--- config.mk ---
export PLATFORM = sky130hd
export DESIGN_NAME = updown_mod_counter_flat
export DESIGN_NICKNAME = d
export VERILOG_FILES = /design/src/rtl/updown_mod_counter_pkg.sv /design/src/rtl/updown_mod_counter_if.sv /design/src/rtl/updown_mod_counter_step.sv /design/src/rtl/updown_mod_counter.sv /design/src/flat_wrapper.sv
export SDC_FILE = /design/constraint.sdc
export NUM_CORES = 1
export LEC_CHECK = 0
export CAP_MARGIN = 20
export CORE_UTILIZATION = 47
export CTS_CLUSTER_DIAMETER = 80
export DETAILED_ROUTE_END_ITERATION = 12
export HOLD_SLACK_MARGIN = 0.12
export PLACE_DENSITY = 0.73
export SYNTH_ARGS = -nofsm -noshare
export SYNTH_HDL_FRONTEND = slang
export SYNTH_HIERARCHICAL = 1
export SYNTH_SLANG_ARGS = --single-unit
--- constraint.sdc ---
create_clock -name clock -period 2.6 [get_ports clock]
set_input_delay 0.52 -clock clock [delete_from_list [all_inputs] [get_ports clock]]
set_output_delay 0.52 -clock clock [all_outputs]
set_load 0.02 [all_outputs]
--- src/rtl/updown_mod_counter_pkg.sv ---
// Shared types and helpers for the up/down modulo counter.
// Mode encodings, ping-pong direction states and the load clamp.
package updown_mod_counter_pkg;

    typedef enum logic [1:0] {
        MODE_DOWN = 2'b00,
        MODE_UP   = 2'b01,
        MODE_PING = 2'b10,
        MODE_HOLD = 2'b11
    } mode_e;

    typedef enum logic {
        PP_DOWN = 1'b0,
        PP_UP   = 1'b1
    } pp_state_e;

    // Signed compare avoids constant-unsigned compares when lo is 0.
    function automatic int clamp_val(input int v, input int lo, input int hi);
        if (v < lo) return lo;
        if (v > hi) return hi;
        return v;
    endfunction

endpackage

--- src/rtl/updown_mod_counter_if.sv ---
// Control/status bundle of the up/down modulo counter.
// master drives controls and observes the count; slave is the counter.
interface updown_mod_counter_if #(
    parameter int WIDTH = 4
);
    logic             en;
    logic [1:0]       mode;
    logic             saturate;
    logic             load;
    logic [WIDTH-1:0] load_val;
    logic [WIDTH-1:0] q;
    logic             dir;
    logic             wrap;
    logic             at_max;
    logic             at_min;

    modport master (
        output en, mode, saturate, load, load_val,
        input  q, dir, wrap, at_max, at_min
    );

    modport slave (
        input  en, mode, saturate, load, load_val,
        output q, dir, wrap, at_max, at_min
    );
endinterface

--- src/rtl/updown_mod_counter_step.sv ---
// Combinational next-state logic: limits, wrap/saturate and direction.
// q is always in range, so limit detection uses equality only.
module counter_step
    import updown_mod_counter_pkg::*;
#(
    parameter int WIDTH   = 4,
    parameter int MIN_VAL = 0,
    parameter int MAX_VAL = 7
) (
    input  logic [WIDTH-1:0] i_q,
    input  logic             i_dir,
    input  logic [1:0]       i_mode,
    input  logic             i_saturate,
    output logic [WIDTH-1:0] o_next_q,
    output logic             o_next_dir,
    output logic             o_wrap_evt
);

    localparam logic [WIDTH-1:0] L_MIN = WIDTH'(MIN_VAL);
    localparam logic [WIDTH-1:0] L_MAX = WIDTH'(MAX_VAL);
    localparam logic [WIDTH-1:0] L_ONE = WIDTH'(1);

    logic w_at_max;
    logic w_at_min;

    assign w_at_max = (i_q == L_MAX);
    assign w_at_min = (i_q == L_MIN);

    always_comb begin
        o_next_q   = i_q;
        o_next_dir = i_dir;
        o_wrap_evt = 1'b0;
        unique case (i_mode)
            MODE_UP: begin
                if (!w_at_max) begin
                    o_next_q = i_q + L_ONE;
                end else if (!i_saturate) begin
                    o_next_q   = L_MIN;
                    o_wrap_evt = 1'b1;
                end
            end
            MODE_DOWN: begin
                if (!w_at_min) begin
                    o_next_q = i_q - L_ONE;
                end else if (!i_saturate) begin
                    o_next_q   = L_MAX;
                    o_wrap_evt = 1'b1;
                end
            end
            MODE_PING: begin
                // Reversal steps straight to the neighbour so no value repeats.
                if (i_dir == PP_UP) begin
                    if (!w_at_max) begin
                        o_next_q = i_q + L_ONE;
                    end else begin
                        o_next_q   = L_MAX - L_ONE;
                        o_next_dir = PP_DOWN;
                        o_wrap_evt = 1'b1;
                    end
                end else begin
                    if (!w_at_min) begin
                        o_next_q = i_q - L_ONE;
                    end else begin
                        o_next_q   = L_MIN + L_ONE;
                        o_next_dir = PP_UP;
                        o_wrap_evt = 1'b1;
                    end
                end
            end
            MODE_HOLD: begin
                o_next_q = i_q;
            end
        endcase
    end

endmodule

--- src/rtl/updown_mod_counter.sv ---
// Parametrised up/down/ping-pong modulo counter with wrap and limit flags.
// Top level holds the registers, the load clamp and the update priority.
module updown_mod_counter
    import updown_mod_counter_pkg::*;
#(
    parameter int WIDTH   = 4,
    parameter int MIN_VAL = 0,
    parameter int MAX_VAL = 7
) (
    input  logic               clock,
    input  logic               reset,
    updown_mod_counter_if.slave bus
);

    localparam logic [WIDTH-1:0] L_MIN = WIDTH'(MIN_VAL);
    localparam logic [WIDTH-1:0] L_MAX = WIDTH'(MAX_VAL);

    if (!(MIN_VAL >= 0 && MIN_VAL < MAX_VAL &&
          longint'(MAX_VAL) <= (longint'(1) << WIDTH) - 1)) begin : g_bad_params
        $error("updown_mod_counter: need 0 <= MIN_VAL < MAX_VAL <= 2**WIDTH-1");
    end

    logic [WIDTH-1:0] r_q;
    pp_state_e        r_dir;
    logic             r_wrap;

    logic [WIDTH-1:0] w_next_q;
    logic             w_next_dir;
    logic             w_wrap_evt;
    logic [WIDTH-1:0] w_load_q;
    logic             w_count;

    counter_step #(
        .WIDTH   (WIDTH),
        .MIN_VAL (MIN_VAL),
        .MAX_VAL (MAX_VAL)
    ) u_step (
        .i_q        (r_q),
        .i_dir      (r_dir),
        .i_mode     (bus.mode),
        .i_saturate (bus.saturate),
        .o_next_q   (w_next_q),
        .o_next_dir (w_next_dir),
        .o_wrap_evt (w_wrap_evt)
    );

    assign w_load_q = WIDTH'(clamp_val(int'(bus.load_val), MIN_VAL, MAX_VAL));
    assign w_count  = bus.en && (bus.mode != MODE_HOLD);

    always_ff @(posedge clock or posedge reset) begin
        if (reset) begin
            r_q    <= L_MIN;
            r_dir  <= PP_UP;
            r_wrap <= 1'b0;
        end else if (bus.load) begin
            r_q    <= w_load_q;
            r_wrap <= 1'b0;
        end else if (w_count) begin
            r_q    <= w_next_q;
            r_dir  <= pp_state_e'(w_next_dir);
            r_wrap <= w_wrap_evt;
        end else begin
            r_wrap <= 1'b0;
        end
    end

    assign bus.q      = r_q;
    assign bus.dir    = r_dir;
    assign bus.wrap   = r_wrap;
    assign bus.at_max = (r_q == L_MAX);
    assign bus.at_min = (r_q == L_MIN);

endmodule
--- src/flat_wrapper.sv ---
// flat-port wrapper written by rule: the top's interface ports become plain ports
module updown_mod_counter_flat import updown_mod_counter_pkg::*;
#(
    parameter int WIDTH   = 4,
    parameter int MIN_VAL = 0,
    parameter int MAX_VAL = 7
)
  (clock, reset, bus_en, bus_mode, bus_saturate, bus_load, bus_load_val, bus_q, bus_dir, bus_wrap, bus_at_max, bus_at_min);
  updown_mod_counter_if #(.WIDTH(WIDTH)) bus_i ();
  input  logic clock;
  input  logic reset;
  input wire logic [$bits(bus_i.en)-1:0] bus_en;
  input wire logic [$bits(bus_i.mode)-1:0] bus_mode;
  input wire logic [$bits(bus_i.saturate)-1:0] bus_saturate;
  input wire logic [$bits(bus_i.load)-1:0] bus_load;
  input wire logic [$bits(bus_i.load_val)-1:0] bus_load_val;
  output wire logic [$bits(bus_i.q)-1:0] bus_q;
  output wire logic [$bits(bus_i.dir)-1:0] bus_dir;
  output wire logic [$bits(bus_i.wrap)-1:0] bus_wrap;
  output wire logic [$bits(bus_i.at_max)-1:0] bus_at_max;
  output wire logic [$bits(bus_i.at_min)-1:0] bus_at_min;
  assign bus_i.en = bus_en;
  assign bus_i.mode = bus_mode;
  assign bus_i.saturate = bus_saturate;
  assign bus_i.load = bus_load;
  assign bus_i.load_val = bus_load_val;
  assign bus_q = bus_i.q;
  assign bus_dir = bus_i.dir;
  assign bus_wrap = bus_i.wrap;
  assign bus_at_max = bus_i.at_max;
  assign bus_at_min = bus_i.at_min;
  updown_mod_counter #(.WIDTH(WIDTH), .MIN_VAL(MIN_VAL), .MAX_VAL(MAX_VAL)) u_core (.clock(clock), .reset(reset), .bus(bus_i));
endmodule
* After elaboration in Yosys (flattened, before gate mapping) *
Index checks and enable logic that the tools add are counted.
Widths: inputs -> output; s select.

cells by class
  $add $sub $neg = 2
  magnitude comparators = 1
  eq/ne operators = 8
  muxes and demuxes = 24
  bitwise gates (word level) = 1
  reduce and logical (&&, ||, !) cells = 6

operators by type and width
  cell                 count
  $mux 4               10
  $pmux 4 s3           1
  $mux 1               11
  $ne 4x4->1 const B   2
  $add 4x1->4 const B  1
  $eq 2x2->1 const B   2
  $eq 4x3->1 const B   1
  $gt 4x3->1 const B   1
  $logic_not 4->1      1
  $ne 2x2->1 const B   2
  $reduce_and 4->1     1
  $sub 4x1->4 const B  1
  $mux 3               1
  $pmux 1 s3           1
  $reduce_and 3->1     1
  $eq 2x1->1 const B   1
  $logic_not 2->1      1
  $reduce_bool 2->1    1
  $logic_and 1x1->1    1
  $not 1->1            1

word-level totals
  bits in registers = 6
  input port bits = 11
  output and inout bits = 8
  logic and storage cells = 45

* Depth between registers and ports, before layout *
Gate-level depths: netlist of run 1.

  depth in word-level cells = 6
  depth in mapped cells = 9
  mapped depth without buffers = 8

* Cells and area by module *
Netlist of run 1, hierarchy kept.

modules (own cells, without submodules)
  module              instances  cells each  area each (µm²)  sequential area each (µm²)
  counter_step        1          68          419.2            0.0
  updown_mod_counter  1          30          311.5            151.4

* Least setup slack after synthesis of run 1 *
OpenSTA, ideal clock, no wires.

  path type = register to register
  start = reg u_core.r_q[0] (netlist: u_core/bus.q[0])
  end = reg u_core.r_q[0] (netlist: u_core/bus.q[0])
  library setup time = 0.087 ns
  arrival = 1.943 ns
  data required time = 2.513 ns
  setup slack = 0.570 ns
  stages on the path, launching flop included = 10
  path buffers = 1
  clock period less this slack = 2.030 ns
  path through = dfrtp_1 > buf_2 > inv_1 > ha_1 > or3b_1 > nor2_1 > o21ai_0 > a22oi_1 > a21oi_1 > a22oi_1

on the way
  longest elaborated chain between the ends = 6

RTL lines
  element                              RTL line                                                      RTL
  from (decl)                          updown_mod_counter.sv:23                                      logic [WIDTH-1:0] r_q;
  from (signal assigned)               updown_mod_counter.sv:56                                      r_q <= w_load_q;
  from (signal assigned)               updown_mod_counter.sv:59                                      r_q <= w_next_q;
  $sub 4x1->4 (tied with other cells)  updown_mod_counter_step.sv:44, updown_mod_counter_step.sv:62
  $mux 4 (on tied branches)            updown_mod_counter_step.sv:61, updown_mod_counter_step.sv:53
  $mux 4                               updown_mod_counter_step.sv:52                                 if (i_dir == PP_UP) begin
  $pmux 4 s3 *                         updown_mod_counter_step.sv:33                                 unique case (i_mode)
  net u_core.w_next_q[0]               updown_mod_counter.sv:27                                      logic [WIDTH-1:0] w_next_q;
  $mux 4 *                             updown_mod_counter.sv:58                                      end else if (w_count) begin
  $mux 4 *                             updown_mod_counter.sv:55                                      end else if (bus.load) begin

Mark *: on every way through the listed nets, which the timed path passes. The rest lies on a longest branch. The select of a mux whose other input is x is not followed.
A chain may end at the register's enable or synchronous reset.

* Worst setup path after layout of run 1 *
  start = reg u_core.r_q[2] (netlist: u_core/bus.q[2])
  end = out bus_at_min

on the way
  longest elaborated chain between the ends = 1

RTL lines
  element          RTL line                  RTL
  $logic_not 4->1  updown_mod_counter.sv:71  assign bus.at_min = (r_q == L_MIN);
  to (decl)        flat_wrapper.sv:21        output wire logic [$bits(bus_i.at_min)-1:0] bus_at_min;

Every way passes these cells.

==> flow_summary_export.csv, run 1 <==
group,metric,value,unit
clock_tree,clk_latency,0.25,ns
worst_setup_path,critical-path-max-stage-delay,0.65,ns
die,fp.dieH,41.4,µm
die,initial_core_util,53.5,%
sta,holdWs,0.493,ns
power_and_ir_drop,p_comb_share,44.5,%
finish,final_common_cell,"clkdlybuf4s50_1",
synthesis,yosysUniqueCellTypes,41,
global_routing,grt_max_degree,19,
route,vias,828,
sta,fmax,434,MHz
placement,portBuffers,18,
sta,finClkSkew,0.000818,ns
worst_setup_path,crit_fanout,18,
placement,globalplace.congestion,0.968,
worst_setup_path,cp_slowest_cell,"clkdlybuf4s50_1",
finish,stdcell_count,129,
global_routing,gr-total-overflow,0,
clock_tree,cts_resized,0,
power_and_ir_drop,p_sw,0.000179,W
global_routing,grt_first_pass_wirelength,3240,µm
finish,antennaDiodeCount,0,
synthesis,synth_area_per_cell,7.46,µm²
power_and_ir_drop,power_density,483,nW/µm²
clock_tree,cts_tree,"done",
power_and_ir_drop,power_frac_clock,22.1,%
sta,setup_violations,0,
sta,hold_violations,0,
synthesis,ys_seq_area_share,20.7,%
clock_tree,numCtsBuffers,3,
route,drt-total-wl,1900,µm
finish,layout_common_cells,"clkdlybuf4s50_1 (18), a21oi_1 (10), nand2_1 (8), o21ai_0 (8)",
global_routing,track_usage,23.7,%
sta,setup_tns,0,ns
clock_tree,clk_pin_slew,0.05,ns
clock_tree,cts_hold_buffers,0,
route,wire_per_inst,14.7,µm
synthesis,syn_inst,98,
synthesis,ys_ff_latch,6,
synthesis,yosys_warnings,6,
worst_setup_path,crit_path_end_kind,"output port",
finish,fin_nets,128,
sta,finalCriticalPeriod,2.30,ns
power_and_ir_drop,p_seq_share,33.4,%
global_routing,antenna_found_initial,0,
synthesis,synth-edff-count,0,
power_and_ir_drop,power,0.000447,W
route,drt_drc_violations_left,0,
sta,rsz0062_at_grt,"no",
power_and_ir_drop,p_leak,0.379,nW
finish,area.growth.synth_to_final,26.5,%
die,fp.dieW,41.4,µm
worst_setup_path,reg2reg_depth,8,
power_and_ir_drop,ir_drop,196,µV
sta,layout_worst_path_cycle_share,88.6,%
worst_setup_path,path_class,"reg2out",
status,status,"finished, final reports clean",
die,placementRows,13,
worst_setup_path,worstPathCellList,"nor4_1 > clkdlybuf4s50_1",
finish,layout-drive-gt1-share,9.65,%
sta,tightest_slew,0.674,ns
synthesis,syn-num-nets,111,
power_and_ir_drop,netSwitchingFraction,40.1,%
placement,dp_hpwl,1370,µm
route,ant_nets,0,
finish,fillers,122,
synthesis,async_flop_share,100,%
job,drv_cap,0,
clock_tree,cts_sinks,6,
power_and_ir_drop,intPower,0.000268,W
sta,drv_slew,0,
clock_tree,post_cts_buffers,0,
worst_setup_path,cp.arrival,1.78,ns
worst_setup_path,cp.required,2.08,ns
placement,numPlacedInstances,125,
clock_tree,clock_path_buffers,2,
synthesis,synth_area,731,µm²
worst_hold_path,hold_path.class,"in2async",
clock_tree,h-tree-depth,1,
route,drt_iter0_drc,61,
route,via_per_inst,6.42,
die,die_area,1720,µm²
synthesis,ys.flop_type,"dfrtp_1",
die,core_area,1370,µm²
sta,max-slew-margin-rel,53.9,%
worst_setup_path,critPathLaunchType,"flop",
die,ios,19,
clock_tree,clock-root-buffer,"clkbuf_4",
route,dr.pass1.iters,4,
global_routing,grt_pass1_vias,704,
## area by class of cell
class	count	area, µm²	area share (%)
Clock buffer	4	26.3	2.84
Inverter	6	22.5	2.44
Sequential cell	6	151	16.4
Timing Repair Buffer	20	195	21.1
Tap cell	15	18.8	2.03
Multi-Input combinational cell	78	510	55.2
## synthesized netlist by cell type, types with 2 or more instances
library cell | n | area share, %
a211oi_1 | 3 | 3.1
nor2_1 | 6 | 3.1
buf_2 | 4 | 2.7
nand3_1 | 4 | 2.7
ha_1 | 2 | 3.4
nor3_1 | 4 | 2.7
o21ai_0 | 8 | 5.5
clkbuf_1 | 2 | 1.0
a311o_1 | 2 | 2.7
a22oi_1 | 4 | 4.1
a21oi_1 | 10 | 6.8
inv_1 | 6 | 3.1
a31oi_1 | 2 | 1.7
dfrtp_1 | 5 | 17
nand2b_1 | 2 | 1.7
and3b_1 | 2 | 2.4
nand2_1 | 8 | 4.1
## power by group through the flow
stage          clock network, W  logic (W)  registers (W)
2_1_floorplan                 0   0.000137       0.000139
3_3_place_gp                  0   0.000194       0.000150
3_5_place_dp                  0   0.000195       0.000150
4_1_cts               0.0000988   0.000197       0.000148
5_1_grt                0.000107   0.000218       0.000154
6_report              0.0000989   0.000199       0.000149
## state kept, by name (all words and copies together), names as in the netlist
register	cells
u_core/bus.wrap	1
u_core/bus.dir	1
u_core/bus.q	4
## path summary, 6_finish.rpt
kind	startpoint	endpoint	slack [ns]
max in group asynchronous	reset	u_core/bus.dir	1.85
worst min register to register	u_core/bus.dir	u_core/bus.dir	0.71
worst max-delay path	u_core/bus.q[2]	bus_at_min	0.30
worst min-delay path	reset	u_core/bus.q[3]	0.49
worst max register to register	u_core/bus.q[0]	u_core/bus.q[0]	0.30
min in group clock	u_core/bus.dir	u_core/bus.dir	0.71
## metrics by stage
stage | cell area [µm²] | worst slack (ns) | utilization, %
final | 925 | 0.297 | 67.7
after global routing | 925 | 0.134 | 67.7
after CTS | 925 | 0.304 | 67.7
after detailed placement | 898 | 0.369 | 65.8
after global placement | 898 | 0.343 | 65.8
after floorplan | 731 | 0.570 | -
## metal layers
| layer | share of wire, % | GRT usage, % |
|---|---|---|
| met1 | 44 | 35.2 |
| met2 | 45 | 36.3 |
| met3 | 10 | 1.30 |
| met4 | 1.4 | 7.74 |
| met5 | 0 | 0 |
## cells by family (layout without fill, tap and decap cells)
kind of cell / Yosys count / count (layout) / synth area share (%)
AOI/OAI and AO/OA: 37 / 37 / 34.2
and+or+nand+nor: 36 / 36 / 27.7
buffers and inverters: 14 / 30 / 9.42
DFF: 6 / 6 / 20.7
adders and majority gates: 2 / 2 / 3.42
xor gates and xnor gates: 2 / 2 / 2.40
muxes: 1 / 1 / 2.05
## critical path, delay by kind of cell (launching register included)
family                 cells  cell delay (ns)
DFF                        1             0.56
buffers and inverters      1             0.65
and+or+nand+nor            1             0.33
No activity file was read; power rests on OpenSTA's default activity.
==> run 2, diff against run 1 <==
HOLD_SLACK_MARGIN = 0.08   (was 0.12)
==> results of run 2 <==
Final layout, timing and power as in run 1 (identical DEF).
==> run 3, diff against run 2 <==
GPL_ROUTABILITY_DRIVEN = 0   (was not set)
==> flow_summary_export.csv, run 3 (synthesis results as in run 1) <==
group,metric,value,unit
power_and_ir_drop,p_leak,0.388,nW
global_routing,grt_first_pass_wirelength,3280,µm
clock_tree,clk_latency,0.25,ns
route,drt_drc_violations_left,0,
finish,multi_input_area,510,µm²
finish,area.growth.synth_to_final,28.6,%
sta,rsz0062_at_grt,"no",
power_and_ir_drop,ir_drop,213,µV
global_routing,grt_max_degree,15,
clock_tree,clk_pin_slew,0.05,ns
route,ant_nets,0,
sta,drv_slew,0,
finish,largest_reg_flops,4,
clock_tree,cts_sinks,6,
clock_tree,post_cts_buffers,0,
global_routing,grt_pass1_vias,724,
route,dr.pass1.iters,4,
job,drv_cap,0,
worst_setup_path,cp.required,2.08,ns
finish,antennaDiodeCount,0,
route,wire_per_inst,15.1,µm
route,vias,809,
die,fp.dieH,41.4,µm
finish,seq_area,151,µm²
route,drt_iter0_drc,38,
finish,fillers,120,
global_routing,antenna_found_initial,0,
worst_setup_path,crit_fanout,14,
clock_tree,numCtsBuffers,3,
placement,portBuffers,18,
global_routing,gr-total-overflow,0,
die,initial_core_util,53.5,%
clock_tree,cts_tree,"done",
worst_setup_path,path_class,"reg2out",
finish,final_common_cell,"clkdlybuf4s50_1",
worst_setup_path,cp_slowest_cell,"clkdlybuf4s50_1",
worst_hold_path,hold_path.class,"in2async",
sta,setup_violations,0,
placement,dp_hpwl,1420,µm
die,core_area,1370,µm²
power_and_ir_drop,power_density,483,nW/µm²
sta,finClkSkew,0.00249,ns
clock_tree,cts_hold_buffers,0,
sta,tightest_slew,0.508,ns
route,via_per_inst,6.18,
route,drt-total-wl,1980,µm
worst_setup_path,worstPathCellList,"nor4_1 > clkdlybuf4s50_1",
sta,fmax,440,MHz
power_and_ir_drop,power,0.000454,W
finish,layout_common_cells,"clkdlybuf4s50_1 (18), a21oi_1 (10), nand2_1 (8), o21ai_0 (8)",
clock_tree,h-tree-depth,1,
sta,finalCriticalPeriod,2.27,ns
die,ios,19,
worst_setup_path,crit_path_end_kind,"output port",
worst_setup_path,critical-path-max-stage-delay,0.65,ns
finish,layout-drive-gt1-share,11.2,%
status,status,"finished, final reports clean",
sta,max-slew-margin-rel,66.1,%
worst_setup_path,critPathLaunchType,"flop",
sta,holdWs,0.486,ns
clock_tree,cts_resized,0,
finish,fin_nets,130,
die,placementRows,13,
die,fp.dieW,41.4,µm
clock_tree,clock_path_buffers,2,
global_routing,track_usage,24.5,%
sta,setup_tns,0,ns
sta,layout_worst_path_cycle_share,87.4,%
worst_setup_path,cp.arrival,1.75,ns
die,die_area,1720,µm²
sta,hold_violations,0,
clock_tree,clock-root-buffer,"clkbuf_4",
## run 3: power breakdown
part / total, W / switching [W] / leakage, nW / internal, W
registers: 0.000141 / 0.0000317 / 0.0704 / 0.000110
logic: 0.000214 / 0.000110 / 0.303 / 0.000104
clock network: 0.0000982 / 0.0000397 / 0.0150 / 0.0000585
## run 3: per-stage QoR
step | instance area [µm²] | setup WS, ns | utilization (%) | cells
3_5_place_dp | 913 | 0.454 | 66.8 | 127
6_report | 940 | 0.328 | 68.8 | 131
4_1_cts | 940 | 0.318 | 68.8 | 131
5_1_grt | 940 | 0.207 | 68.8 | 131
2_1_floorplan | 731 | 0.570 | - | 98
3_3_place_gp | 913 | 0.469 | 66.8 | 127
## run 3: path summary, 6_finish.rpt
check | endpoint | cells after the start | slack (ns) | startpoint
min | u_core/bus.q[1] | 2 | 0.49 | reset
max in group asynchronous | u_core/bus.dir | 2 | 1.86 | reset
min reg2reg | u_core/bus.q[2] | 2 | 0.67 | u_core/bus.q[2]
min in group clock | u_core/bus.q[2] | 2 | 0.67 | u_core/bus.q[2]
max reg2reg | u_core/bus.q[0] | 8 | 0.40 | u_core/bus.q[1]
max | bus_at_min | 2 | 0.33 | u_core/bus.q[3]
## run 3: layer usage
| layer | part of all wire (%) | vias to the layer above | track usage (%) |
|---|---|---|---|
| met5 | 0 | - | 0 |
| met4 | 1.2 | 0 | 9.03 |
| met3 | 9.9 | 2 | 5.22 |
| met2 | 45 | 59 | 35.9 |
| met1 | 44 | 356 | 35.1 |
| li1 | - | 392 | - |
## run 3: final cells by class
type	instances	area share (%)
Multi-Input combinational cell	78	54.3
Timing Repair Buffer	22	22.4
Sequential cell	6	16.1
Clock buffer	4	2.80
Inverter	6	2.40
Tap cell	15	2.00
## run 3: worst max-delay path: cells and delay by family (launching register included)
| family | cells | cell delay (ns) |
|---|---|---|
| buf+inv | 1 | 0.65 |
| simple gates | 1 | 0.32 |
| flops | 1 | 0.53 |
